<file path="src/rtl/cellrv32_package.sv">
`default_nettype none
// ============================================================================
// Package     : cellrv32_package
// Description : Shared constants and helpers for the cellrv32 processor.
//               Holds the bus keeper register address, its size and the bit
//               positions of its status fields.
// Revision    : 1.0 - initial release
// ============================================================================
package cellrv32_package;

    // Bus keeper status register: one 32-bit word.
    localparam logic [31:0] buskeeper_base_c = 32'hFFFF_FF7C;
    localparam int          buskeeper_size_c = 4;

    // Status register fields.
    localparam int buskeeper_err_type_c = 0;   // 0 = device error, 1 = timeout
    localparam int buskeeper_err_flag_c = 31;  // sticky error flag

    // Number of address bits covered by a region of 'size' bytes
    // (ceil(log2(size))). Used to derive the low bound of the address decode.
    function automatic int index_size_f(input int size);
        int r;
        r = 0;
        for (int i = 0; i < 31; i++) begin
            if (size > (1 << i)) begin
                r = i + 1;
            end
        end
        return r;
    endfunction

endpackage
`default_nettype wire

</file>
<file path="src/rtl/cellrv32_bus_keeper.sv">
`default_nettype none
// ============================================================================
// Module      : cellrv32_bus_keeper
// Description : Data-bus transfer monitor. Watches every CPU request and
//               raises a one-cycle bus error if no responder answers within
//               TIMEOUT cycles. Records the cause of the last error in a
//               memory-mapped status register (bit 31 sticky flag, bit 0
//               cause: 0 = device error, 1 = timeout).
// Revision    : 1.0 - initial release
//
// Ports:
//   clk_i     in   clock, rising edge
//   rst_i     in   synchronous active-high reset
//   addr_i    in   [31:0] CPU address, valid in the request cycle
//   rden_i    in   read request strobe (single cycle)
//   wren_i    in   write request strobe (single cycle)
//   bus_ack_i in   OR of all responder acks (includes ack_o)
//   bus_err_i in   OR of all responder errors (excludes err_o)
//   data_o    out  [31:0] status register read data, zero when not reading
//   ack_o     out  acknowledge for accesses to the status register
//   err_o     out  timeout error pulse toward the CPU
// ============================================================================
module cellrv32_bus_keeper
    import cellrv32_package::*;
#(
    parameter int TIMEOUT = 15
) (
    input  logic        clk_i,
    input  logic        rst_i,
    input  logic [31:0] addr_i,
    input  logic        rden_i,
    input  logic        wren_i,
    input  logic        bus_ack_i,
    input  logic        bus_err_i,
    output logic [31:0] data_o,
    output logic        ack_o,
    output logic        err_o
);

    localparam int              CNT_W      = (TIMEOUT > 1) ? $clog2(TIMEOUT) : 1;
    localparam logic [CNT_W-1:0] c_cnt_last = CNT_W'(TIMEOUT - 1);
    localparam int              c_lo       = index_size_f(buskeeper_size_c);

    typedef enum logic [0:0] {
        IDLE    = 1'b0,
        PENDING = 1'b1
    } state_t;

    state_t           r_state;
    logic [CNT_W-1:0] r_cnt;
    logic             r_err_flag;
    logic             r_err_type;
    logic [31:0]      r_data;
    logic             r_ack;
    logic             r_err;

    logic        w_hit;
    logic        w_own_rd;
    logic        w_own_wr;
    logic        w_dev_err;
    logic        w_timeout;
    logic [31:0] w_status;
    logic        w_unused;

    // Byte offset bits inside the single status word are don't-care.
    assign w_unused = ^addr_i[c_lo-1:0];

    assign w_hit    = (addr_i[31:c_lo] == buskeeper_base_c[31:c_lo]);
    assign w_own_rd = rden_i & w_hit;
    assign w_own_wr = wren_i & w_hit;

    // Error events recorded while a transfer is pending. A device error has
    // priority over an ack, an ack has priority over the timeout expiry.
    assign w_dev_err = (r_state == PENDING) & bus_err_i;
    assign w_timeout = (r_state == PENDING) & ~bus_err_i & ~bus_ack_i &
                       (r_cnt == c_cnt_last);

    always_comb begin
        w_status                       = '0;
        w_status[buskeeper_err_flag_c] = r_err_flag;
        w_status[buskeeper_err_type_c] = r_err_type;
    end

    always_ff @(posedge clk_i) begin
        if (rst_i) begin
            r_state    <= IDLE;
            r_cnt      <= '0;
            r_err_flag <= 1'b0;
            r_err_type <= 1'b0;
            r_data     <= '0;
            r_ack      <= 1'b0;
            r_err      <= 1'b0;
        end else begin
            r_err <= w_timeout;

            // An own-register access can only collide with the timeout pulse
            // if it was issued illegally during a pending transfer; the error
            // pulse takes the cycle so err_o and ack_o never overlap.
            r_ack  <= (w_own_rd | w_own_wr) & ~w_timeout;
            r_data <= (w_own_rd & ~w_timeout) ? w_status : 32'h0;

            case (r_state)
                IDLE: begin
                    if (rden_i | wren_i) begin
                        r_state <= PENDING;
                        r_cnt   <= '0;
                    end
                end
                PENDING: begin
                    // New strobes here are protocol violations and ignored.
                    if (bus_err_i | bus_ack_i) begin
                        r_state <= IDLE;
                    end else if (r_cnt == c_cnt_last) begin
                        r_state <= IDLE;
                    end else begin
                        r_cnt <= r_cnt + 1'b1;
                    end
                end
                default: begin
                    r_state <= IDLE;
                end
            endcase

            // A new error event beats a simultaneous clearing write.
            if (w_dev_err) begin
                r_err_flag <= 1'b1;
                r_err_type <= 1'b0;
            end else if (w_timeout) begin
                r_err_flag <= 1'b1;
                r_err_type <= 1'b1;
            end else if (w_own_wr) begin
                r_err_flag <= 1'b0;
                r_err_type <= 1'b0;
            end
        end
    end

    assign data_o = r_data;
    assign ack_o  = r_ack;
    assign err_o  = r_err;

endmodule
`default_nettype wire

</file>
<file path="config.mk">
export PLATFORM = sky130hd
export DESIGN_NAME = cellrv32_bus_keeper
export DESIGN_NICKNAME = d
export VERILOG_FILES = /design/src/rtl/cellrv32_package.sv /design/src/rtl/cellrv32_bus_keeper.sv
export SDC_FILE = /design/constraint.sdc
export NUM_CORES = 1
export LEC_CHECK = 0
export ABC_AREA = 1
export CORE_UTILIZATION = 35
export CTS_CLUSTER_DIAMETER = 80
export DETAILED_ROUTE_END_ITERATION = 6
export GPL_TIMING_DRIVEN = 0
export HOLD_SLACK_MARGIN = 0.05
export PLACE_DENSITY = 0.86
export SKIP_CTS_REPAIR_TIMING = 1
export SLEW_MARGIN = 20
export SYNTH_ARGS = -nofsm -noshare
export SYNTH_HDL_FRONTEND = slang
export SYNTH_SLANG_ARGS = --single-unit
</file>
<file path="constraint.sdc">
create_clock -name clk_i -period 4.5 [get_ports clk_i]
set_clock_uncertainty 0.2 [all_clocks]
set_input_delay 0.45 -clock clk_i [delete_from_list [all_inputs] [get_ports clk_i]]
set_output_delay 0.45 -clock clk_i [all_outputs]
set_load 0.005 [all_outputs]
</file>
# After elaboration in Yosys (flattened, before gate mapping)

Cells that the tools add are included.

Output and inout port bits: 34
Bits in registers: 41
Input port bits: 38

Bitwise operators: 16
Muxes and demuxes: 11
Reduce and logical (&&, ||, !) cells: 5
Equality and inequality tests: 5
Add/subtract/negate cells: 1

Operators by type and width:

| operator               | number |
|---|---|
| $eq A30 B30 Y1 const B | 1 |
| $mux W4                | 3 |
| $and A1 B1 Y1          | 8 |
| $pmux W4 S2            | 1 |
| $mux W1                | 6 |
| $ne A2 B2 Y1 const B   | 3 |
| $not A1 Y1             | 5 |
| $add A4 B1 Y4 const B  | 1 |
| $eq A4 B4 Y1 const B   | 1 |
| $reduce_or A2 Y1       | 2 |
| $or A1 B1 Y1           | 3 |
| $reduce_and A3 Y1      | 1 |
| $reduce_bool A3 Y1     | 1 |
| $pmux W1 S2            | 1 |
| $reduce_bool A2 Y1     | 1 |

# Longest topological paths before layout

Gate-level depths: netlist of the first run.

Word-level depth: 8
Gate-level depth with buffers: 9
Depth with buffers taken out: 9

# Least setup slack after synthesis of the first run

Ideal clock, no wire load.

Kind: register to register
Start: register r_cnt[0]
End: register r_cnt[3]
Stages on the path, launching flop included: 9
Library setup time: 0.113 ns
Path slack: 3.059 ns
Data required time: 4.187 ns
Clock period less this slack: 1.441 ns
Path buffers: 0
Data arrival time: 1.127 ns
Cells stage by stage: dfxtp_1 > inv_1 > ha_1 > nand2_1 > nor2_4 > o21ai_4 > nand2_2 > o21ai_1 > nor2_1

Longest elaborated chain between the ends: 4

RTL lines:

| what                     | RTL line                   | RTL |
|---|---|---|
| start: declaration       | cellrv32_bus_keeper.sv:50  | `logic [CNT_W-1:0] r_cnt;` |
| start signal: assignment | cellrv32_bus_keeper.sv:116 | `r_cnt <= r_cnt + 1'b1;` |
| $add A4 B1 Y4            | cellrv32_bus_keeper.sv:116 |  |
| $mux W4                  | cellrv32_bus_keeper.sv:113 | `end else if (r_cnt == c_cnt_last) begin` |
| $mux W4                  | cellrv32_bus_keeper.sv:111 | `if (bus_err_i \| bus_ack_i) begin` |
| $pmux W4 S2              | cellrv32_bus_keeper.sv:102 | `case (r_state)` |

Several ways; a longest one is shown, not always the timed one. The select of a mux whose other input is x is not followed.
A chain may end at the register's enable or synchronous reset.

# Worst setup path after layout of the first run

Start: register r_ack (netlist: ack_o)
End: output ack_o

RTL lines:

| what                     | RTL line                  | RTL |
|---|---|---|
| start: declaration       | cellrv32_bus_keeper.sv:54 | `logic r_ack;` |
| start signal: assignment | cellrv32_bus_keeper.sv:99 | `r_ack <= (w_own_rd \| w_own_wr) & ~w_timeout;` |
| end: declaration         | cellrv32_bus_keeper.sv:36 | `output logic ack_o,` |

No word-level cell between the ends.

==> flow_metrics.tcl, run 1 <==
set metrics [dict create \
    max_cap_viol_count 0 \
    leakagePower_uw 0.000741 \
    portBuffers 39 \
    report.final.slew_viol_count 0 \
    grt_pass1_wl_mm 2.80 \
    cp_data_required_time_ns 3.85 \
    hold_depth 2 \
    ys_types 21 \
    viasPerCell 3.94 \
    coreArea_um2 2500 \
    pin_count 72 \
    drc 0 \
    hold_viol_final 0 \
    syn_avg_cell_area_um2 6.26 \
    vias 990 \
    rsz0062_at_grt "false" \
    outcome "finished, final reports clean" \
    path_cells "clkdlybuf4s50_1" \
    hp-class "register to register" \
    syn_area_um2 933 \
    final_layout_size_suffix_gt1_frac 0.181 \
    rr_worst_depth 8 \
    antenna_found_initial 0 \
    arrival_ns 1.06 \
    final_cell_mix "nand2_1 (42), clkdlybuf4s50_1 (39), buf_4 (30), conb_1 (30), nor2_1 (21)" \
    tns_ns 0 \
    die_x_um 53.6 \
    firstDrtPassIters 3 \
    die_y_um 53.6 \
    rows 18 \
    cts_tree "yes" \
    worst-path-buf-inv 1 \
    final_nets 262 \
    grt-ovfl-total 0 \
    critPathMaxFanout 1 \
    start_util 0.373 \
    cp-end-kind "primary output" \
    grtUsageTotal 0.134 \
    drt_iter0_drc 6 \
    area_growth_pct 60.3 \
    post-route-min-period_ns 1.71 \
    path_class "register to primary output" \
    path_delay_family "buffers and inverters" \
    ys_warn_count 0 \
    wire_per_inst_um 7.16 \
    antenna_left 0 \
    critPathSlowestCell "clkdlybuf4s50_1" \
    dpl.hpwl_mm 1.63 \
    fill_cells 240 \
    layout_commonest_cell "nand2_1" \
    crit_path_start_kind "register" \
    diodes 0 \
    grt_max_degree 7 \
    finalCritPeriodShare 0.380 \
    cts_num_sinks 11 \
    grt_pass1_vias 771 \
    whs_ns 0.248 \
    cp_num_cells 1 \
    cts-root-buf "clkbuf_4" \
    globalplace.congestion 0.822 \
    dieArea_um2 2880 \
    yosys_register_bits 11 \
    clk_latency_ns 0.26 \
    synth_cells 149 \
    cts_buffers 3 \
    totalWireLength_mm 1.80 \
    max_freq_mhz 584 \
    finalSetupViolCount 0 \
    cpPeakStageDelay_ns 0.49 \
    clockBufferDepth 2 \
    ir_drop_mv 0.123 \
    yosysSeqAreaShare 0.236 \
    ctsHtreeMaxLevel 1 \
    cts.clk_slew.worst_paths_ns 0.07 \
    power_density_nw_per_um2 165 \
]
-- worst paths after layout --
kind / from / end / slack (ns)
hold reg to reg: r_err_flag / data_o[31] / 0.25
setup reg to reg: r_cnt[0] / r_cnt[3] / 2.97
hold / removal: r_err_flag / data_o[31] / 0.25
setup / recovery: ack_o / ack_o / 2.79
-- per-layer routing --
layer / wire, µm / part of all wire / global-route usage
met4: 17 / 0.0095 / 0.0658
met2: 874 / 0.49 / 0.256
met5: 0 / 0 / 0
met1: 724 / 0.40 / 0.139
met3: 180 / 0.10 / 0.0226
-- sequential cells by signal, indices dropped and copies added, names as in the netlist --
register,count
ack_o,1
data_o,2
err_o,1
r_cnt,4
r_err_flag,1
r_err_type,1
r_state,1
-- kinds of logic (layout without fill, tap and decap cells) --
group           count (synthesis)  after routing  share of synthesized area
compound gates                 10             10                     0.0724
fa+ha+maj                       2              2                     0.0268
buf+inv                        47             90                      0.310
flops                          11             11                      0.236
other cells                     1             30                    0.00402
simple gates                   78             78                      0.351
-- stage by stage --
| step | util | power [µW] | area (µm²) | std cells | setup WS, ns |
|---|---|---|---|---|---|
| floorplan | - | 144 | 1040 | 178 | 3.06 |
| global placement | 0.588 | 181 | 1470 | 247 | 2.63 |
| detailed placement | 0.588 | 182 | 1470 | 247 | 2.65 |
| CTS | 0.599 | 248 | 1500 | 251 | 2.77 |
| global route | 0.599 | 262 | 1500 | 251 | 2.76 |
| finish | 0.599 | 247 | 1500 | 251 | 2.79 |
-- Yosys cell counts --
library cell,number,area [µm²]
o21ai_4,1,16.3
a21oi_1,5,25.0
o21ai_1,1,5.00
o21ai_0,1,5.00
nand3_1,3,15.0
nor3_1,3,15.0
inv_2,1,3.75
inv_1,16,60.1
ha_1,2,25.0
dfxtp_1,11,220
nand2_1,42,158
nand2_2,2,12.5
nand4_1,4,25.0
conb_1,1,3.75
or2_1,1,6.26
buf_4,30,225
nor2_4,1,11.3
nor2_2,1,6.26
nor2_1,21,78.8
a21boi_0,1,7.51
o21ai_2,1,8.76
-- area by class of cell --
type,count,area (µm²),area share
Buffer,30,225,0.151
Inverter,17,63.8,0.0426
Timing Repair Buffer,39,390,0.261
Clock buffer,4,26.3,0.0176
Tap cell,30,37.5,0.0251
Multi-Input combinational cell,120,533,0.356
Sequential cell,11,220,0.147
-- power by group --
| group | leakage, µW | switching [µW] | internal (µW) |
|---|---|---|---|
| combinational | 0.000637 | 29.1 | 50.8 |
| sequential | 0.0000891 | 1.35 | 99.1 |
| clock | 0.0000150 | 32.7 | 34.3 |
| total | 0.000741 | 63.1 | 184 |
Power figures use the tool's default switching activity.
==> run 2, diff against run 1 <==
--- a/config.mk
+++ b/config.mk
@@ -6,12 +6,12 @@
 export NUM_CORES = 1
 export LEC_CHECK = 0
 export ABC_AREA = 1
-export CORE_UTILIZATION = 35
+export CORE_UTILIZATION = 33
 export CTS_CLUSTER_DIAMETER = 80
 export DETAILED_ROUTE_END_ITERATION = 6
 export GPL_TIMING_DRIVEN = 0
 export HOLD_SLACK_MARGIN = 0.05
-export PLACE_DENSITY = 0.86
+export PLACE_DENSITY = 0.81
 export SKIP_CTS_REPAIR_TIMING = 1
 export SLEW_MARGIN = 20
 export SYNTH_ARGS = -nofsm -noshare
==> constraint.sdc (replaced) <==
create_clock -name clk_i -period 1.7 [get_ports clk_i]
set_clock_uncertainty 0.2 [all_clocks]
set_input_delay 0.17 -clock clk_i [delete_from_list [all_inputs] [get_ports clk_i]]
set_output_delay 0.17 -clock clk_i [all_outputs]
set_load 0.005 [all_outputs]
==> run 2 against run 1 <==
  * Register-to-register slack lost 2.8 ns
  * Via count fell by 0.71%
  * Total power grew to 2.6 times the previous value
  * Largest power group unchanged
  * Worst setup slack got worse by 2.6 ns
  * Die area grew 5.8%
  * Final cell count unchanged
  * Routed wire length increased by 4.7%
  * Final area did not move
  * Global-route usage is 0.35 points lower
  * Non-clock buffer count did not move
==> flow_metrics.tcl, run 2 (synthesis results as in run 1) <==
set metrics [dict create \
    crit_end "r_cnt[3]" \
    portBuffers 39 \
    comb_power_share 0.326 \
    final_nets 262 \
    ctsHtreeMaxLevel 1 \
    clockBufferDepth 2 \
    wire_per_inst_um 7.50 \
    fill_cells 261 \
    power_frac_clock 0.267 \
    outcome "finished, final reports clean" \
    netSwitchingFraction 0.253 \
    grt_pass1_vias 778 \
    coreArea_um2 2570 \
    layout_commonest_cell "nand2_1" \
    antenna_left 0 \
    grt-ovfl-total 0 \
    hp-class "register to register" \
    finalPower_uw 653 \
    arrival_ns 1.52 \
    die_y_um 55.2 \
    cts_tree "yes" \
    crit_path_start "r_cnt[0]" \
    dieArea_um2 3050 \
    finalSetupViolCount 0 \
    clk_latency_ns 0.27 \
    antenna_found_initial 0 \
    rows 18 \
    seq_power_share 0.407 \
    max_cap_viol_count 0 \
    cpPeakStageDelay_ns 0.37 \
    max_freq_mhz 644 \
    cts-root-buf "clkbuf_4" \
    viasPerCell 3.92 \
    final_cell_mix "nand2_1 (42), clkdlybuf4s50_1 (39), buf_4 (30), conb_1 (30), nor2_1 (21)" \
    cp_data_required_time_ns 1.67 \
    drt_iter0_drc 3 \
    leakagePower_uw 0.000741 \
    rr_worst_depth 8 \
    grt_max_degree 7 \
    hold_depth 2 \
    p_int_uw 488 \
    crit_path_start_kind "register" \
    firstDrtPassIters 4 \
    start_util 0.364 \
    critPathSlowestCell "dfxtp_1" \
    tns_ns 0 \
    diodes 0 \
    post-route-min-period_ns 1.55 \
    cp_num_cells 8 \
    r2r-start "r_cnt[0]" \
    r2r_end "r_cnt[3]" \
    p_sw_uw 165 \
    finalCritPeriodShare 0.913 \
    vias 983 \
    cts_buffers 3 \
    cp-end-kind "register" \
    whs_ns 0.237 \
    drc 0 \
    ir_drop_mv 0.424 \
    grt_pass1_wl_mm 2.83 \
    final_cells 251 \
    final_layout_size_suffix_gt1_frac 0.181 \
    die_x_um 55.2 \
    r2r_setup_slack_ns 0.15 \
    power_density_nw_per_um2 436 \
    rsz0062_at_grt "false" \
    path_cells "inv_1 -> ha_1 -> nand2_1 -> nor2_4 -> o21ai_4 -> nand2_2 -> o21ai_1 -> nor2_1" \
    path_class "register to register" \
    dp.cells 247 \
    dpl.hpwl_mm 1.71 \
    cts_num_sinks 11 \
    worst-path-buf-inv 1 \
    report.final.slew_viol_count 0 \
    critPathMaxFanout 5 \
    cts.clk_slew.worst_paths_ns 0.07 \
    area_growth_pct 60.3 \
    path_delay_family "flip-flops" \
    totalWireLength_mm 1.88 \
    globalplace.congestion 0.737 \
    largest_reg_flops 4 \
    max_flop_register "r_cnt" \
    hold_viol_final 0 \
    pin_count 72 \
    grtUsageTotal 0.131 \
]
[run 2: cell counts in the layout (fill, tap and decap cells not counted)]
No cell type changed its count.
[run 2: power by group through the flow]
stage	registers (µW)	clock network [µW]	logic, µW
floorplan	271	0	111
global placement	272	0	208
detailed placement	272	0	211
CTS	266	183	211
global route	266	199	239
finish	266	174	213
[run 2: through the flow]
step	worst slack, ns	instance area, µm²	util
2_1_floorplan	0.259	1040	-
3_3_place_gp	0.150	1470	0.573
3_5_place_dp	0.144	1470	0.573
4_1_cts	0.149	1500	0.583
5_1_grt	0.00697	1500	0.583
6_report	0.148	1500	0.583
[run 2: final cells by class]
cell class | count | area [µm²] | area share
Clock buffer | 4 | 26.3 | 0.0176
Tap cell | 30 | 37.5 | 0.0251
Inverter | 17 | 63.8 | 0.0426
Buffer | 30 | 225 | 0.151
Timing Repair Buffer | 39 | 390 | 0.261
Multi-Input combinational cell | 120 | 533 | 0.356
Sequential cell | 11 | 220 | 0.147
[run 2: worst min path at each step]
stage | start | end | slack [ns]
2_1_floorplan | rst_i | r_cnt[1] | 0.04
3_3_place_gp | r_err_type | data_o[0] | 0.23
3_5_place_dp | r_err_type | data_o[0] | 0.23
4_1_cts | r_err_type | data_o[0] | 0.25
5_1_grt | r_err_type | data_o[0] | 0.25
6_report | r_err_type | data_o[0] | 0.24
[run 2: per-layer routing]
layer  part of all wire  vias up  track usage
li1                   -      544            -
met1               0.39      396        0.135
met2               0.50       43        0.251
met3               0.11        0       0.0464
met4                  0        0       0.0250
met5                  0        -            0
[run 2: tightest hold or removal path: stages, from the launching register on]
cell and delay, ns:
dfxtp_1 0.31, inv_1 0.05, nor3_1 0.04
